--- src/rtl/ex_muldiv.sv ---
// EX-stage multiply / multiply-accumulate / divide unit with HI/LO write request and pipeline stall.
// Op encodings are kept in ex_muldiv_pkg so the pipeline and its benches share one definition.
package ex_muldiv_pkg;
  localparam int unsigned ALUOP_W = 8;
  typedef logic [ALUOP_W-1:0] aluop_t;

  localparam aluop_t EXE_NOP_OP   = 8'b0000_0000;
  localparam aluop_t EXE_MULT_OP  = 8'b0001_1000;
  localparam aluop_t EXE_MULTU_OP = 8'b0001_1001;
  localparam aluop_t EXE_DIV_OP   = 8'b0001_1010;
  localparam aluop_t EXE_DIVU_OP  = 8'b0001_1011;
  localparam aluop_t EXE_MADD_OP  = 8'b1010_0110;
  localparam aluop_t EXE_MADDU_OP = 8'b1010_1000;
  localparam aluop_t EXE_MSUB_OP  = 8'b1010_1010;
  localparam aluop_t EXE_MSUBU_OP = 8'b1010_1011;
endpackage

module ex_muldiv
  import ex_muldiv_pkg::*;
#(
  parameter int unsigned WIDTH = 32
) (
  input  logic             clk,
  input  logic             rst,
  input  aluop_t           aluop_i,
  input  logic [WIDTH-1:0] reg1_i,
  input  logic [WIDTH-1:0] reg2_i,
  input  logic [WIDTH-1:0] hi_i,
  input  logic [WIDTH-1:0] lo_i,
  input  logic             annul_i,
  output logic             whilo_o,
  output logic [WIDTH-1:0] hi_o,
  output logic [WIDTH-1:0] lo_o,
  output logic             stallreq_o
);

  localparam int unsigned DW    = 2 * WIDTH;
  localparam int unsigned CNT_W = 6;

  typedef enum logic [1:0] {S_IDLE, S_DIVZERO, S_ON, S_END} state_t;

  state_t           state;
  logic             ph;
  logic [DW-1:0]    prod;
  logic [WIDTH-1:0] quo;
  logic [WIDTH-1:0] rem;
  logic [WIDTH-1:0] dsr;
  logic             neg_quo;
  logic             neg_rem;
  logic [CNT_W-1:0] cnt;

  // Op decode
  logic is_mul, is_macc, is_sub, is_signed, is_div;
  always_comb begin
    is_mul    = 1'b0;
    is_macc   = 1'b0;
    is_sub    = 1'b0;
    is_signed = 1'b0;
    is_div    = 1'b0;
    unique case (aluop_i)
      EXE_MULT_OP:  begin is_mul  = 1'b1; is_signed = 1'b1; end
      EXE_MULTU_OP: begin is_mul  = 1'b1; end
      EXE_MADD_OP:  begin is_macc = 1'b1; is_signed = 1'b1; end
      EXE_MADDU_OP: begin is_macc = 1'b1; end
      EXE_MSUB_OP:  begin is_macc = 1'b1; is_sub = 1'b1; is_signed = 1'b1; end
      EXE_MSUBU_OP: begin is_macc = 1'b1; is_sub = 1'b1; end
      EXE_DIV_OP:   begin is_div  = 1'b1; is_signed = 1'b1; end
      EXE_DIVU_OP:  begin is_div  = 1'b1; end
      default: ;
    endcase
  end

  // Operands are extended to full product width so one truncated multiply serves signed and unsigned
  logic [DW-1:0] mul_a, mul_b, product, acc_res;
  assign mul_a   = is_signed ? {{WIDTH{reg1_i[WIDTH-1]}}, reg1_i} : {{WIDTH{1'b0}}, reg1_i};
  assign mul_b   = is_signed ? {{WIDTH{reg2_i[WIDTH-1]}}, reg2_i} : {{WIDTH{1'b0}}, reg2_i};
  assign product = mul_a * mul_b;
  assign acc_res = is_sub ? ({hi_i, lo_i} - prod) : ({hi_i, lo_i} + prod);

  logic             neg1, neg2;
  logic [WIDTH-1:0] abs1, abs2;
  assign neg1 = is_signed & reg1_i[WIDTH-1];
  assign neg2 = is_signed & reg2_i[WIDTH-1];
  assign abs1 = neg1 ? (~reg1_i + WIDTH'(1)) : reg1_i;
  assign abs2 = neg2 ? (~reg2_i + WIDTH'(1)) : reg2_i;

  // Restoring step: quo holds the unshifted dividend bits in its MSBs, quotient bits enter at the LSB
  logic [WIDTH:0]   trial;
  logic [WIDTH-1:0] quo_fix, rem_fix;
  assign trial   = {rem, quo[WIDTH-1]} - {1'b0, dsr};
  assign quo_fix = neg_quo ? (~quo + WIDTH'(1)) : quo;
  assign rem_fix = neg_rem ? (~rem + WIDTH'(1)) : rem;

  always_ff @(posedge clk or negedge rst) begin
    if (!rst) begin
      state   <= S_IDLE;
      ph      <= 1'b0;
      prod    <= '0;
      quo     <= '0;
      rem     <= '0;
      dsr     <= '0;
      neg_quo <= 1'b0;
      neg_rem <= 1'b0;
      cnt     <= '0;
    end else if (annul_i) begin
      state <= S_IDLE;
      ph    <= 1'b0;
    end else begin
      ph <= 1'b0;
      if (state == S_IDLE && is_macc && !ph) begin
        ph   <= 1'b1;
        prod <= product;
      end
      unique case (state)
        S_IDLE: begin
          if (is_div) begin
            cnt     <= '0;
            neg_quo <= neg1 ^ neg2;
            neg_rem <= neg1;
            rem     <= '0;
            quo     <= abs1;
            dsr     <= abs2;
            state   <= (reg2_i == '0) ? S_DIVZERO : S_ON;
          end
        end
        S_DIVZERO: begin
          quo     <= '0;
          rem     <= '0;
          neg_quo <= 1'b0;
          neg_rem <= 1'b0;
          state   <= S_END;
        end
        S_ON: begin
          if (!trial[WIDTH]) begin
            rem <= trial[WIDTH-1:0];
            quo <= {quo[WIDTH-2:0], 1'b1};
          end else begin
            rem <= {rem[WIDTH-2:0], quo[WIDTH-1]};
            quo <= {quo[WIDTH-2:0], 1'b0};
          end
          cnt <= cnt + CNT_W'(1);
          if (cnt == CNT_W'(WIDTH - 1)) state <= S_END;
        end
        S_END:   state <= S_IDLE;
        default: state <= S_IDLE;
      endcase
    end
  end

  // Outputs are a same-cycle decode, forced quiet during reset and flush
  always_comb begin
    whilo_o    = 1'b0;
    stallreq_o = 1'b0;
    hi_o       = '0;
    lo_o       = '0;
    if (rst && !annul_i) begin
      unique case (state)
        S_END: begin
          whilo_o = 1'b1;
          hi_o    = rem_fix;
          lo_o    = quo_fix;
        end
        S_DIVZERO, S_ON: stallreq_o = 1'b1;
        default: begin
          if (is_mul) begin
            whilo_o      = 1'b1;
            {hi_o, lo_o} = product;
          end else if (is_macc) begin
            if (ph) begin
              whilo_o      = 1'b1;
              {hi_o, lo_o} = acc_res;
            end else begin
              stallreq_o = 1'b1;
            end
          end else if (is_div) begin
            stallreq_o = 1'b1;
          end
        end
      endcase
    end
  end

endmodule

--- config.mk ---
export PLATFORM = sky130hd
export DESIGN_NAME = ex_muldiv
export DESIGN_NICKNAME = d
export VERILOG_FILES = /design/src/rtl/ex_muldiv.sv
export SDC_FILE = /design/constraint.sdc
export NUM_CORES = 2
export LEC_CHECK = 0
export ABC_AREA = 0
export CAP_MARGIN = 20
export CORE_ASPECT_RATIO = 1.25
export CORE_UTILIZATION = 30
export DETAILED_ROUTE_END_ITERATION = 10
export DONT_BUFFER_PORTS = 1
export PLACE_DENSITY = 0.55
export RECOVER_POWER = 25
export SETUP_SLACK_MARGIN = 0.5
export SYNTH_ARGS = -nofsm -noshare
export SYNTH_HDL_FRONTEND = slang
export SYNTH_SLANG_ARGS = --single-unit
--- constraint.sdc ---
create_clock -name clk -period 17.2 [get_ports clk]
set_input_delay 2.58 -clock clk [delete_from_list [all_inputs] [get_ports clk]]
set_output_delay 2.58 -clock clk [all_outputs]
set_load 0.01 [all_outputs]
Yosys cells after proc, flatten, opt, wreduce, memory -nomap -nowiden

Index checks and enable logic that the tools add are counted.

Register bits: 171
Input bits: 139
Output and inout port bits: 66
Word-level logic and storage cells: 115

Add/sub/neg operators: 8
Multipliers: 1
Eq/ne operators: 15
Multiplexer cells: 52
Bitwise gates (word level): 8
Reduce and logical (&&, ||, !) cells: 22

Operators by type and width:

| operator                                       | number |
|---|---|
| two-way mux 32 bit                             | 15 |
| two-way mux 64 bit                             | 3 |
| one-hot mux 32 bit (3 select lines)            | 2 |
| adder 32 x 1 -> 32 bit (second input constant) | 4 |
| NOT 32 bit                                     | 4 |
| one-hot mux 32 bit (2 select lines)            | 2 |
| adder 64 bit                                   | 1 |
| multiplier 64 x 64 -> 64 bit                   | 1 |
| subtractor 64 bit                              | 1 |
| subtractor 33 x 32 -> 33 bit                   | 1 |
| == test 8 x 5 -> 1 bit (second input constant) | 4 |
| == test 8 bit (second input constant)          | 4 |
| zero test 32 bit                               | 1 |
| two-way mux 1 bit                              | 19 |
| one-hot mux 6 bit (2 select lines)             | 1 |
| AND reduction 3 bit                            | 4 |
| two-way mux 2 bit                              | 4 |
| one-hot mux 1 bit (2 select lines)             | 4 |
| one-hot mux 2 bit (4 select lines)             | 1 |
| OR reduction 2 bit                             | 4 |
| OR reduction 4 bit                             | 2 |
| adder 6 x 1 -> 6 bit (second input constant)   | 1 |
| == test 6 x 5 -> 1 bit (second input constant) | 1 |
| two-way mux 6 bit                              | 1 |
| 13 further kinds                               | 21 |

Logic depth before layout (Yosys ltp)

Depth in word-level cells: 9
Gate-level depth with buffers: 42
Gate-level depth less buffers: 38

Worst setup path after synthesis

No wires, ideal clock.

Path type: input to output
Start: in aluop_i[3]
End: out hi_o[28]
Arrival time: 12.599 ns
Required time: 14.620 ns
Slack: 2.021 ns
Stages on the path: 36
Path buffers: 4
Cell sequence: nand3b_1 or4_1 a21oi_1 and2_1 clkbuf_1 clkbuf_1 clkbuf_1 nand2_1 fa_1 inv_1 fa_1 inv_1 fa_1 inv_1 fa_1 inv_1 fa_1 inv_1 fa_1 fa_1 fa_1 fa_1 inv_1 fa_1 inv_1 ha_1 clkbuf_1 and4_1 nand4_1 or4_1 o22ai_1 nor4_1 o31ai_1 a221oi_1 xnor2_1 a221o_1

Word-level cells in the longest chain between the ends: 9
Elaborated cells between the ends (all ways): 24
Classes of those cells: 1 x mul; 7 x eq/ne; 12 x mux; 4 x reduce/logical

Ends and longest elaborated chain:

| item                                                                 | RTL line | text |
|---|---|---|
| from (decl)                                                          | 25       | `input aluop_t aluop_i,` |
| branches (longest 6 deep; another with multiplier 64 x 64 -> 64 bit) | -        |  |
| two-way mux 32 bit *                                                 | 165      | `if (is_mul) begin` |
| one-hot mux 32 bit (2 select lines) *                                | 157      | `unique case (state)` |
| two-way mux 32 bit *                                                 | 156      | `if (rst && !annul_i) begin` |
| to (decl)                                                            | 32       | `output logic [WIDTH-1:0] hi_o,` |

Mark *: on every way between the ends.

Worst setup path in the final report

Same ends and word-level chain as after synthesis.

==> impl_results.rst <==
.. list-table::
   :header-rows: 1

   * - Metric
     - Value
   * - Met1 GRT Util
     - 24.2%
   * - FF-to-FF Start
     - quo[31]
   * - Setup slack after layout
     - 1.06 ns
   * - Antenna violations before repair
     - 17
   * - Most frequent cells in the layout
     - sky130_fd_sc_hd__inv_1, sky130_fd_sc_hd__fa_1, sky130_fd_sc_hd__nand2_1
   * - Quantity of hold-fixing buffers added after cts
     - 0
   * - Total area of multi-input combinational cells
     - around 0.053 mm2
   * - Total routed wirelength
     - around 230 mm
   * - Met3 track demand over resource in global routing
     - between 2 and 3%
   * - Net count of the mapped netlist
     - 9596
   * - Cts bufs inserted
     - 17
   * - Aggregate negative setup slack
     - 0 ns
   * - Kind of end point of the critical path
     - output port
   * - Port Buffer Count
     - 0
   * - Worst-case clock buffer depth
     - 2
   * - Post-detailed-route wirelength per cell
     - ~22 um
   * - RSZ-0062 raised after global routing
     - no
   * - Overall overflow remaining after global route
     - 0
   * - Worst-path maximum fanout
     - 20
   * - Clk sink count
     - about 170
   * - Placement Rows
     - 191
   * - Minimum period implied by the final worst setup slack
     - 16.14 ns
   * - Cell count after synthesis
     - approximately 7600
   * - Drt pass-1 iters
     - 5
   * - Global-route wire length before repair
     - roughly 340 mm
   * - Count of distinct cell types in the synthesized netlist
     - 84
   * - Worst setup path startpoint
     - aluop_i[3]
   * - Total buffers and inverters traversed by the critical path
     - 7
   * - Delay of the slowest cell on the worst path
     - a little over 0.9 ns
   * - Transition time at the pin with the least slew margin
     - around 1.1 ns
   * - Met2 Usage GRT
     - 37.8%
   * - Post-route design area
     - between 0.06 and 0.07 mm2
   * - Slowest-stage cell, CP
     - sky130_fd_sc_hd__fa_1
   * - Post-Place Worst Slack
     - about 1.0 ns
   * - Post-synthesis cell type with the largest combined area
     - sky130_fd_sc_hd__fa_1
   * - Levels on crit path
     - 31
   * - Crit start category
     - input port
   * - Via count
     - 50759
   * - Max-slew headroom at the worst pin
     - a little over a quarter
   * - Top cell type's share of synthesized area
     - between 40% and 50%
   * - TritonCTS clock tree
     - built
   * - Initial core utilization
     - a little under a third
   * - Share of layout cells above drive strength 1
     - 1.80%
   * - Worst r2r path cells
     - 15
   * - Path class of the lowest-slack min-delay path
     - register to register
   * - Die Y
     - 525 um
   * - Synth warn
     - 0
   * - HPWL Detailed
     - ~190 mm
   * - Endpoint required time on the critical path
     - about 15 ns
   * - Root Driver
     - sky130_fd_sc_hd__clkbuf_16
   * - Cell types with the largest area share after synthesis
     - sky130_fd_sc_hd__fa_1, sky130_fd_sc_hd__inv_1, sky130_fd_sc_hd__ha_1, sky130_fd_sc_hd__nand2_1, sky130_fd_sc_hd__dfrtp_1
   * - Max Slew Vio Count
     - 0
   * - Most used flip-flop cell after synthesis
     - sky130_fd_sc_hd__dfrtp_1
   * - Critical Path End
     - hi_o[28]
   * - Final setup violation count
     - 0
   * - Initial detailed-routing violation count
     - between 3000 and 4000
   * - Total die area
     - approximately 0.22 mm2
   * - Worst r2r dst
     - rem[0]
   * - Via density
     - around 5
   * - Post-synth EDFFs
     - 0
   * - Fmax achieved
     - a little over 60 MHz
   * - Post-CTS setup buffer count
     - 0
   * - Layer with the highest usage
     - met2
   * - Global placer's final weighted congestion
     - roughly 0.98
   * - Core area
     - 0.217 mm2
   * - Drc violations
     - 0
   * - Clock transition at the registers of the reported paths
     - 0.09 ns
   * - Count of nets left with antenna violations after detail routing
     - 0
   * - Category of the most critical setup path
     - input port to output port
   * - Seq. cell area
     - approximately 0.0043 mm2
   * - Number of global-route vias before repair
     - between 50000 and 60000
   * - Source-to-sink clock delay at the later pin of the worst-skew pair
     - around 0.47 ns
   * - Share of the clock period used by the worst path
     - 93.8%
   * - Sequential share of the synthesized area
     - 6.52%
   * - CTS H-Tree Depth
     - 4
   * - Number of gates resized after cts
     - 0
   * - Die width
     - roughly 420 um
   * - Largest net degree at the start of global routing
     - approximately 170
   * - Run status
     - finished clean
   * - Mean area per synthesized cell
     - ~8.6 um2
   * - Critical path data arrival time
     - between 10 and 15 ns
   * - Proportion of synthesized flip-flops having asynchronous set or reset
     - 100%
   * - Cell family with most CP delay
     - adder cells
   * - Top-level I/O count
     - 205
   * - Placed cells
     - ~10000
   * - Number of cells in the finished layout apart from fillers
     - roughly 10000
   * - Most frequent cell on the critical path
     - sky130_fd_sc_hd__fa_1
   * - Commonest non-fill, non-tap cell in the layout
     - sky130_fd_sc_hd__inv_1
   * - Total routing usage reported by global routing
     - between 20% and 30%
   * - Number of synthesized register bits
     - about 170
   * - Dpl cell area
     - 0.0681 mm2
   * - Number of hold violations in the final report
     - 0
   * - Number of nets in the finished design
     - between 9000 and 10000
   * - Fill cell count
     - around 23000
   * - Flop2flop setup slack
     - 12.63 ns
   * - Final Skew
     - ~0.017 ns
   * - Area growth from synthesis to layout
     - 4.70%
   * - Max-capacitance violation count
     - 0
   * - Total standard cell area after synthesis
     - about 0.066 mm2
## stage by stage
stage	utilization (%)	hold slack, ns
floorplan	-	0.449
global placement	31.4	0.462
detailed placement	31.4	0.471
CTS	31.7	0.489
global route	31.7	0.507
finish	31.7	0.486
## metal layers
layer | vias up | share of wire, %
li1 | 22468 | -
met1 | 26455 | 39
met2 | 1438 | 51
met3 | 396 | 5.3
met4 | 2 | 4.0
met5 | - | 0.0084
## registers in the layout, summed over array words and instances (netlist names)
name     flops
prod        64
dsr         32
quo         32
rem         32
cnt          6
state        2
neg_quo      1
neg_rem      1
ph           1
## kinds of logic after synthesis
| logic type | synth area share [%] |
|---|---|
| AOI/OAI and AO/OA | 9.61 |
| xor gates and xnor gates | 5.12 |
| adders and majority gates | 51.3 |
| buffers and inverters | 12.1 |
| DFF | 6.52 |
| muxes | 0.637 |
| and+or+nand+nor | 14.7 |
## cell usage after synthesis (all sizes together) (9+ instances only)
library cell / number
and2: 344
fa: 1421
ha: 417
o22ai: 24
xor2: 149
or4: 22
xnor2: 234
nand2: 1141
a21o: 88
o31ai: 46
clkbuf: 367
mux2i: 35
o21a: 30
nor4: 23
and3: 55
o21ai: 270
dfrtp: 171
nand2b: 30
or3: 40
a221oi: 19
a211o: 9
inv: 1675
nand4: 47
o41ai: 26
a22oi: 32
o21bai: 36
o211ai: 14
nor3: 61
a21boi: 13
a21oi: 267
nor2: 206
nor2b: 19
a31oi: 22
or2: 11
buf: 59
a211oi: 29
nand3: 54
## worst min-delay path, delay by kind of cell (launching register included)
| kind | cells | cell delay [ns] |
|---|---|---|
| DFF | 1 | 0.35 |
| AOI/OAI and AO/OA | 1 | 0.06 |
| and+or+nand+nor | 1 | 0.04 |
## area by class of cell
| cell class | count | area share, % |
|---|---|---|
| multi-input cells | 5345 | 77.8 |
| clock inverters | 14 | 0.280 |
| inverters | 1677 | 9.16 |
| well taps | 2895 | 5.27 |
| clock buffers | 18 | 0.639 |
| flip-flops and latches | 171 | 6.23 |
| diodes | 5 | 0.0182 |
| repair buffers | 53 | 0.594 |
## how the worst min path moves through the flow
| stage | to | depth (start not counted) | startpoint | slack [ns] |
|---|---|---|---|---|
| 2_1_floorplan | dsr[31] | 2 | dsr[31] | 0.45 |
| 3_3_place_gp | dsr[22] | 2 | dsr[22] | 0.46 |
| 3_5_place_dp | dsr[17] | 2 | dsr[17] | 0.47 |
| 4_1_cts | dsr[17] | 2 | dsr[17] | 0.49 |
| 5_1_grt | dsr[15] | 2 | dsr[15] | 0.51 |
| 6_report | dsr[18] | 2 | dsr[18] | 0.49 |
Power is left out: the tool's default activity adds up to more than one toggle a clock period on the data nets, which glitch-free logic cannot reach.
